## config.mk

```make
export PLATFORM = sky130hd
export DESIGN_NAME = game_flow_ctrl
export DESIGN_NICKNAME = d
export VERILOG_FILES = /design/src/rtl/game_flow_ctrl.sv
export SDC_FILE = /design/constraint.sdc
export NUM_CORES = 1
export LEC_CHECK = 0
export ABC_AREA = 1
export BUFFER_PORTS_ARGS = -buffer_cell sky130_fd_sc_hd__buf_2
export CAP_MARGIN = 20
export CORE_MARGIN = 2
export CORE_UTILIZATION = 40
export CTS_BUF_LIST = sky130_fd_sc_hd__clkbuf_4 sky130_fd_sc_hd__clkbuf_8
export CTS_CLUSTER_SIZE = 8
export DETAILED_ROUTE_END_ITERATION = 10
export GPL_ROUTABILITY_DRIVEN = 0
export PLACE_DENSITY = 0.68
export SYNTH_ARGS = -nofsm -noshare
export SYNTH_HDL_FRONTEND = slang
export SYNTH_SLANG_ARGS = --single-unit
```

## constraint.sdc

```tcl
create_clock -name i_pixel_clk -period 2.2 [get_ports i_pixel_clk]
set_clock_uncertainty 0.1 [all_clocks]
set_input_delay 0.44 -clock i_pixel_clk [delete_from_list [all_inputs] [get_ports i_pixel_clk]]
set_output_delay 0.44 -clock i_pixel_clk [all_outputs]
set_load 0.01 [all_outputs]
```

## src/rtl/game_flow_ctrl.sv

```systemverilog
// Frame-rate game sequencer: debounced start, READY UP blink, 3-2-1 countdown,
// lives tracking and a timed GAME OVER hold. All outputs are registered.
module game_flow_ctrl #(
    parameter int unsigned LIVES_INIT      = 3,
    parameter int unsigned DEBOUNCE_FRAMES = 3,
    parameter int unsigned BLINK_FRAMES    = 30,
    parameter int unsigned STEP_FRAMES     = 60,
    parameter int unsigned GAMEOVER_FRAMES = 300
) (
    input  logic       i_pixel_clk,
    input  logic       i_rst_n,
    input  logic       i_fsync,
    input  logic       i_btn_start,
    input  logic       i_player_hit,
    output logic [1:0] o_game_state,
    output logic       o_show_ready,
    output logic [1:0] o_countdown_val,
    output logic [1:0] o_lives,
    output logic       o_game_reset
);

    localparam int unsigned MaxFrames =
        (BLINK_FRAMES > STEP_FRAMES) ?
            ((BLINK_FRAMES > GAMEOVER_FRAMES) ? BLINK_FRAMES : GAMEOVER_FRAMES) :
            ((STEP_FRAMES > GAMEOVER_FRAMES) ? STEP_FRAMES : GAMEOVER_FRAMES);
    localparam int unsigned FW = (MaxFrames > 1) ? $clog2(MaxFrames) : 1;
    localparam int unsigned DW = $clog2(DEBOUNCE_FRAMES + 1);

    localparam logic [FW-1:0] BlinkLast = FW'(BLINK_FRAMES - 1);
    localparam logic [FW-1:0] StepLast  = FW'(STEP_FRAMES - 1);
    localparam logic [FW-1:0] OverLast  = FW'(GAMEOVER_FRAMES - 1);
    localparam logic [DW-1:0] DebMax    = DW'(DEBOUNCE_FRAMES);
    localparam logic [1:0]    LivesLoad = 2'(LIVES_INIT);

    typedef enum logic [1:0] {
        StStart     = 2'd0,
        StCountdown = 2'd1,
        StPlaying   = 2'd2,
        StGameOver  = 2'd3
    } state_e;

    state_e        r_state, w_state_d;
    logic [FW-1:0] r_frame_cnt, w_frame_cnt_d;
    logic [DW-1:0] r_deb_cnt, w_deb_cnt_d;
    logic          r_show_ready, w_show_ready_d;
    logic [1:0]    r_cd_val, w_cd_val_d;
    logic [1:0]    r_lives, w_lives_d;
    logic          r_game_reset, w_game_reset_d;
    logic          w_press;

    // A press fires only on the sample that brings the counter up to DebMax.
    assign w_press = i_fsync && i_btn_start && (r_deb_cnt == DebMax - DW'(1));

    always_ff @(posedge i_pixel_clk) begin
        if (!i_rst_n) begin
            r_state      <= StStart;
            r_frame_cnt  <= '0;
            r_deb_cnt    <= '0;
            r_show_ready <= 1'b1;
            r_cd_val     <= 2'd0;
            r_lives      <= 2'd0;
            r_game_reset <= 1'b0;
        end else begin
            r_state      <= w_state_d;
            r_frame_cnt  <= w_frame_cnt_d;
            r_deb_cnt    <= w_deb_cnt_d;
            r_show_ready <= w_show_ready_d;
            r_cd_val     <= w_cd_val_d;
            r_lives      <= w_lives_d;
            r_game_reset <= w_game_reset_d;
        end
    end

    always_comb begin
        w_state_d      = r_state;
        w_frame_cnt_d  = r_frame_cnt;
        w_deb_cnt_d    = r_deb_cnt;
        w_show_ready_d = 1'b1;
        w_cd_val_d     = r_cd_val;
        w_lives_d      = r_lives;
        w_game_reset_d = 1'b0;

        if (i_fsync) begin
            if (!i_btn_start) begin
                w_deb_cnt_d = '0;
            end else if (r_deb_cnt != DebMax) begin
                w_deb_cnt_d = r_deb_cnt + DW'(1);
            end
        end

        unique case (r_state)
            StStart: begin
                w_show_ready_d = r_show_ready;
                w_cd_val_d     = 2'd0;
                if (w_press) begin
                    w_state_d      = StCountdown;
                    w_cd_val_d     = 2'd3;
                    w_lives_d      = LivesLoad;
                    w_frame_cnt_d  = '0;
                    w_game_reset_d = 1'b1;
                    w_show_ready_d = 1'b1;
                end else if (i_fsync) begin
                    if (r_frame_cnt == BlinkLast) begin
                        w_frame_cnt_d  = '0;
                        w_show_ready_d = !r_show_ready;
                    end else begin
                        w_frame_cnt_d = r_frame_cnt + FW'(1);
                    end
                end
            end
            StCountdown: begin
                if (i_fsync) begin
                    if (r_frame_cnt == StepLast) begin
                        w_frame_cnt_d = '0;
                        if (r_cd_val == 2'd1) begin
                            w_state_d  = StPlaying;
                            w_cd_val_d = 2'd0;
                        end else begin
                            w_cd_val_d = r_cd_val - 2'd1;
                        end
                    end else begin
                        w_frame_cnt_d = r_frame_cnt + FW'(1);
                    end
                end
            end
            StPlaying: begin
                w_cd_val_d = 2'd0;
                if (i_player_hit) begin
                    if (r_lives == 2'd1) begin
                        w_lives_d     = 2'd0;
                        w_state_d     = StGameOver;
                        w_frame_cnt_d = '0;
                    end else begin
                        w_lives_d = r_lives - 2'd1;
                    end
                end
            end
            StGameOver: begin
                w_cd_val_d = 2'd0;
                if (i_fsync) begin
                    if (r_frame_cnt == OverLast) begin
                        w_state_d     = StStart;
                        w_frame_cnt_d = '0;
                    end else begin
                        w_frame_cnt_d = r_frame_cnt + FW'(1);
                    end
                end
            end
            default: begin
                w_state_d = StStart;
            end
        endcase
    end

    assign o_game_state    = r_state;
    assign o_show_ready    = r_show_ready;
    assign o_countdown_val = r_cd_val;
    assign o_lives         = r_lives;
    assign o_game_reset    = r_game_reset;

endmodule

```

**Yosys cells after proc, flatten, opt, wreduce, memory -nomap -nowiden**

Index checks and enable logic that the tools add are counted.

- Flip-flop bits (word level): 19
- Bits of input ports: 5

- Equal/unequal tests: 20
- Add/subtract/negate cells: 4
- Reductions and logical operators: 14
- Bitwise operators: 2
- Mux-type cells: 31

Operators by type and width:

| cell | count |
|---|---|
| 9-bit two-way mux | 9 |
| 9-bit case mux with 4 select lines | 1 |
| 2-bit two-way mux | 17 |
| 2-bit != test, second input constant | 9 |
| 9-bit by 1-bit adder with 9-bit output, second input constant | 1 |
| 9-bit by 5-bit == test with 1-bit output, second input constant | 1 |
| 9-bit by 6-bit == test with 1-bit output, second input constant | 1 |
| 9-bit == test, second input constant | 1 |
| 2-bit case mux with 4 select lines | 1 |
| 2-bit AND reduction | 4 |
| 8-bit AND reduction | 1 |
| 2-bit by 1-bit == test with 1-bit output, second input constant | 3 |
| 2-bit == test, second input constant | 3 |
| 2-bit case mux with 3 select lines | 1 |
| 5-bit AND reduction | 1 |
| 2-bit case mux with 2 select lines | 1 |
| 2-bit by 1-bit subtractor with 2-bit output, second input constant | 2 |
| 3-bit != test, second input constant | 1 |
| 3-bit AND reduction | 1 |
| 3-bit OR reduction | 1 |
| 2-bit by 1-bit adder with 2-bit output, second input constant | 1 |
| 1-bit logical AND | 2 |
| 2-bit zero test | 1 |
| 2-bit by 1-bit != test with 1-bit output, second input constant | 1 |
| other kinds (5) | 6 |

**Depth between registers and ports, before layout**

Gate-level depths: netlist of the first run.

- Depth in word-level cells: 5
- Depth in mapped cells: 12
- Mapped depth without buffers: 12

**Worst setup path after synthesis of the first run**

Ideal clock, no wire load.

- Path kind: reg-to-reg
- Start: reg r_state[0] (netlist: o_game_state[0])
- End: reg r_frame_cnt[6]
- Path slack: 549 ps
- Stages on the path, launching flop included: 10
- Path buffers: 0
- Period minus slack after synthesis: 1651 ps
- Arrival time: 1435 ps
- Data required time: 1984 ps
- Cell sequence: dfxtp_1 -> inv_1 -> ha_1 -> nand2_1 -> inv_1 -> nor2_4 -> nand2_2 -> nor2_4 -> xor2_1 -> nor2_1

- Word-level cells in the longest chain between the ends: 3

Ends and longest elaborated chain:

| what | RTL line | RTL |
|---|---|---|
| start, declared | 42 | `state_e r_state, w_state_d;` |
| start signal, assigned | 56 | `r_state <= StStart;` |
| start signal, assigned | 64 | `r_state <= w_state_d;` |
| 2-bit == test (tied with other cells) | 91 | `unique case (r_state)` |
| 2-bit != test (no source line) or 3-bit != test (tied branches) | - |  |
| 5-bit AND reduction (no source line) | - |  |
| end signal, assigned | 65 | `r_frame_cnt <= w_frame_cnt_d;` |
| end, declared | 43 | `logic [FW-1:0] r_frame_cnt, w_frame_cnt_d;` |

Parallel ways exist; a longest one is shown, timed or not.
A chain may end at the register's enable or synchronous reset.

**Worst setup path in the final report of the first run**

Ends and elaborated chain as after synthesis.

==> flow_summary.yaml, run 1 <==
place:
  hpwl_um: 1800
  pre_cts_ws_ns: 0.4395
  io_buffers: 12
sta:
  maxSlewViolCount: 0
  hold_viol_final: 0
  relSlewSlack_pct: 78.77
  fmax_mhz: 571.5
  fin_crit_ns: 1.750
  worstMarginPinSlew_ns: 0.3173
  finalSetupTns_ns: 0
  grt_setup_unrepaired: "no"
  setup_slack_ns: 0.4503
  fin_crit_sh_pct: 79.53
  setup_viol: 0
logic_synthesis:
  ys_ff_latch: 19
  yosys-top-cells-area: "dfxtp_1 (31%), nand2_1 (12%), nor2_1 (11%)"
  synth_top_area_share_pct: 31.08
  syn_nets: 194
  postSynthAreaPerCell_um2: 6.836
  synth_top_area_cell: "dfxtp_1"
  synth_ff_type: "dfxtp_1"
  syn_inst: 179
  yosysSeqAreaShare_pct: 31.08
  synth_commonest_cells: "nand2_1 (39), nor2_1 (35), inv_1 (28)"
  async_flop_share_pct: 0
  yosys_warnings: 0
  post_synth_num_cell_types: 24
  synth_enable_flop_cells: 0
  synth.most_common_cell: "nand2_1"
  syn_area_mm2: 0.001224
grt:
  grt_use_total_pct: 14.86
  antenna_found_initial: 0
  grt_overflow_total: 0
  grt_first_pass_wirelength_um: 3967
  grt_pass1_vias: 933
  grt_max_degree: 12
job:
  maxCapViolCount: 0
worst_setup_path:
  crit_path_start_kind: "register"
  reg2reg_slack_ns: 0.45
  path_class: "reg -> reg"
  required_ns: 2.33
  crit_fanout: 9
  end_kind: "register"
  arrival_ns: 1.88
floorplan:
  rows: 20
  die_h_um: 59.31
  fp.dieW_um: 59.31
  dieArea_mm2: 0.003518
  initial_utilization_pct: 41.09
  num_io_pins: 13
  coreArea_mm2: 0.002978
finish:
  nets: 210
  syn2layout_area_growth_pct: 10.22
  fillers: 308
  drive_above_1_share_pct: 15.98
  antenna_cells: 0
clock_network:
  postCtsHoldBufs: 0
  clkTransAtPathRegs_ns: 0.12
  ctsResizeCount: 0
  root_buffer: "clkbuf_4"
  numCtsBuffers: 3
  clock_path_buffers: 2
  insertion_delay_ns: 0.32
  htree_levels: 1
  cts.sinks: 19
  cts_tree: "done"
  post-cts-setup-buffers: 0
routing:
  drtIter0Drc: 23
  routed_wl_um: 2245
  via_count: 1070
  wl_per_cell_um: 9.890
  viasPerCell: 4.714
  firstDrtPassIters: 4
  ant_nets: 0
  drc_errors: 0
pwr:
  ir_drop_uv: 533.2
  p_leak_nw: 0.6680
  power-per-cell-area_mw_per_mm2: 1014
worst_hold_path:
  holdCritPathClass: "in -> reg"
outcome:
  outcome: "finished, final reports clean"
==> placed cells by master, fill, tap and decap left out, types with 2 or more instances in the layout <==
cell type / n
buf_2: 12
o21ai_2: 2
nor2_4: 3
inv_1: 28
dfxtp_1: 19
o21ai_0: 5
nand3_1: 6
a21oi_1: 6
nand4_1: 7
nand2_1: 39
nand2_2: 3
clkbuf_4: 3
ha_1: 10
nand2_4: 3
nor2_1: 35
xor2_1: 3
==> cell families after synthesis <==
group | share of synthesized area (%)
compound gates | 6.544
xor+xnor | 2.864
fa+ha+maj | 10.22
buf+inv | 9.202
flops | 31.08
simple gates | 40.08
==> metal layers <==
layer / part of all wire (%) / vias up / global-route usage (%)
li1: - / 585 / -
met1: 51 / 470 / 19.79
met2: 44 / 10 / 22.76
met3: 3.3 / 5 / 3.930
met4: 1.7 / 0 / 5.844
met5: 0 / - / 0
==> metrics by stage <==
| stage | hold WS (ns) | cells | utilization, % | cell area (um^2) | total power, mW |
|---|---|---|---|---|---|
| after floorplan | 0.3816 | 179 | - | 1224 | 1.036 |
| after CTS | 0.3135 | 227 | 45.29 | 1349 | 1.385 |
| after detailed placement | 0.3979 | 223 | 44.37 | 1321 | 1.192 |
| final | 0.3122 | 227 | 45.29 | 1349 | 1.367 |
| after global routing | 0.3249 | 227 | 45.29 | 1349 | 1.510 |
| after global placement | 0.3938 | 223 | 44.37 | 1321 | 1.189 |
==> state kept, by name, indices dropped and copies added, names as in the netlist <==
| register | flops |
|---|---|
| o_game_state | 2 |
| o_game_reset | 1 |
| o_lives | 2 |
| o_countdown_val | 2 |
| r_frame_cnt | 9 |
| o_show_ready | 1 |
| r_deb_cnt | 2 |
==> worst paths after layout <==
kind                      startpoint                  to  cells after the start
setup / recovery     o_game_state[0]      r_frame_cnt[6]                     10
setup reg to reg     o_game_state[0]      r_frame_cnt[6]                     10
hold reg to reg   o_countdown_val[1]  o_countdown_val[1]                      2
hold / removal               i_rst_n        o_show_ready                      2
==> area by class of cell <==
type | count | area, um^2 | share of cell area, %
clock buffer | 3 | 22.52 | 1.670
clock inverter | 1 | 5.005 | 0.3711
inverter | 29 | 108.9 | 8.070
multi-input combinational | 130 | 730.7 | 54.17
sequential | 19 | 380.4 | 28.20
tap | 33 | 41.29 | 3.061
timing repair buffer | 12 | 60.06 | 4.453
==> critical path: stages (launching register included) <==
cell and delay [ns]:
dfxtp_1 0.41, inv_1 0.08, ha_1 0.26, inv_1 0.12, o21ai_2 0.08, nor2_4 0.23, nand2_1 0.08, inv_1 0.05
nand2_1 0.08, nand2_4 0.12, nor2_1 0.06
==> where the power goes <==
group          switching, mW  internal, mW
clock network          0.122        0.0681
registers             0.0548         0.407
logic                  0.452         0.263
Power figures use the tool's default switching activity.
==> run 2: changes to the inputs <==
==> constraint.sdc (replaced) <==
create_clock -name i_pixel_clk -period 1.65 [get_ports i_pixel_clk]
set_clock_uncertainty 0.1 [all_clocks]
set_input_delay 0.33 -clock i_pixel_clk [delete_from_list [all_inputs] [get_ports i_pixel_clk]]
set_output_delay 0.33 -clock i_pixel_clk [all_outputs]
set_load 0.01 [all_outputs]
==> flow_summary.yaml, run 2 (synthesis gave the netlist of run 1 again) <==
outcome:
  outcome: "finished, final reports clean"
grt:
  grt_overflow_total: 0
  grt_use_total_pct: 15.71
  grt_max_degree: 12
  grt_pass1_vias: 1043
  grt_first_pass_wirelength_um: 4222
  antenna_found_initial: 0
worst_setup_path:
  crit_fanout: 4
  arrival_ns: 1.69
  required_ns: 1.77
  crit_path_start_kind: "register"
  path_class: "reg -> reg"
  end_kind: "register"
sta:
  relSlewSlack_pct: 79.08
  fin_hold_ws_ns: 0.2130
  fin_crit_sh_pct: 95.38
  maxSlewViolCount: 0
  fmax_mhz: 635.4
  setup_viol: 0
  worstMarginPinSlew_ns: 0.3127
  grt_setup_unrepaired: "yes"
  fin_crit_ns: 1.574
  hold_viol_final: 0
routing:
  via_count: 1158
  drtIter0Drc: 52
  routed_wl_um: 2641
  ant_nets: 0
  drc_errors: 0
  wl_per_cell_um: 10.87
  viasPerCell: 4.765
  firstDrtPassIters: 4
clock_network:
  clock_path_buffers: 2
  insertion_delay_ns: 0.31
  cts_tree: "done"
  root_buffer: "clkbuf_4"
  cts.sinks: 19
  postCtsHoldBufs: 0
  numCtsBuffers: 3
  htree_levels: 1
  clkTransAtPathRegs_ns: 0.12
pwr:
  pwr-share-seq_pct: 28.0
  p_int_mw: 1.239
  pwr-share-clk_pct: 11.0
  switching_share_pct: 44.02
  power-per-cell-area_mw_per_mm2: 1437
  ir_drop_uv: 734.9
  p_sw_mw: 0.9743
  p_leak_nw: 0.7546
  comb_power_share_pct: 61.0
  power_mw: 2.213
finish:
  largest_reg_flops: 9
  final_cell_mix: "nand2_1 (35), nor2_1 (35), inv_1 (24), dfxtp_1 (16)"
  multi_input_area_um2: 792.0
  seq_area_um2: 386.6
  fillers: 300
  nets: 226
  antenna_cells: 0
  drive_above_1_share_pct: 29.52
  syn2layout_area_growth_pct: 25.87
  regMostFlops: "r_frame_cnt"
  fin_area_mm2: 0.001540
place:
  hpwl_um: 1859
  dpl_cell_area_mm2: 0.001383
  io_buffers: 12
job:
  maxCapViolCount: 0
floorplan:
  fp.dieW_um: 59.31
  rows: 20
  num_io_pins: 13
  die_h_um: 59.31
  initial_utilization_pct: 41.09
  coreArea_mm2: 0.002978
  dieArea_mm2: 0.003518
worst_hold_path:
  holdCritPathClass: "in -> reg"
==> run 2: layer usage <==
| layer | GRT usage, % | vias up | routed length (um) |
|---|---|---|---|
| met5 | 0 | - | 0 |
| met4 | 7.468 | 0 | 81 |
| met3 | 2.620 | 9 | 74 |
| met2 | 25.75 | 23 | 1273 |
| met1 | 19.89 | 502 | 1211 |
| li1 | - | 624 | - |
==> run 2: cell type report <==
| cell class | instances | share of cell area (%) |
|---|---|---|
| clock buffers | 3 | 1.462 |
| clock inverters | 1 | 0.3249 |
| inverters | 29 | 7.067 |
| multi-input cells | 131 | 51.42 |
| flip-flops and latches | 19 | 25.10 |
| well taps | 33 | 2.681 |
| repair buffers | 27 | 11.94 |
==> run 2: worst paths after layout <==
| kind | startpoint | endpoint | slack (ns) | cells past startpoint |
|---|---|---|---|---|
| max | o_game_state[0] | r_frame_cnt[6] | 0.08 | 9 |
| min | i_btn_start | o_game_reset | 0.21 | 3 |
| max reg2reg | o_game_state[0] | r_frame_cnt[6] | 0.08 | 9 |
| min reg2reg | o_countdown_val[1] | o_countdown_val[1] | 0.42 | 2 |
==> run 2: power by group through the flow <==
stage / Clock [mW] / Sequential, mW / Combinational (mW)
2_1_floorplan: 0 / 0.650 / 0.734
4_1_cts: 0.258 / 0.602 / 1.13
6_report: 0.244 / 0.620 / 1.35
3_3_place_gp: 0 / 0.616 / 1.09
5_1_grt: 0.277 / 0.631 / 1.50
3_5_place_dp: 0 / 0.618 / 1.10
==> run 2: metrics by stage <==
step | setup TNS (ns) | std cells | util, % | setup slack, ns
global route | -0.09800 | 243 | 51.72 | -0.04723
global placement | -0.002521 | 231 | 46.43 | -0.002521
floorplan | 0 | 179 | - | 0.02805
CTS | 0 | 236 | 47.69 | 0.01199
detailed placement | -0.03523 | 231 | 46.43 | -0.02923
finish | 0 | 243 | 51.72 | 0.07619
==> run 2: worst max-delay path: stages, from the launching register on <==
cell and delay, ns:
dfxtp_4 0.37, buf_6 0.12, ha_4 0.17, nand2_4 0.09, nand2_4 0.06, nor2_4 0.16, nand2_4 0.09, nor2_4 0.13
xor2_1 0.16, nor2_1 0.06
==> run 2: repair_timing <==
item	in CTS	in global routing
endpoints found under the setup margin	3	13
buffers inserted	1	6
gates resized for setup	1	22
pin swaps	0	15
gates cloned	0	1
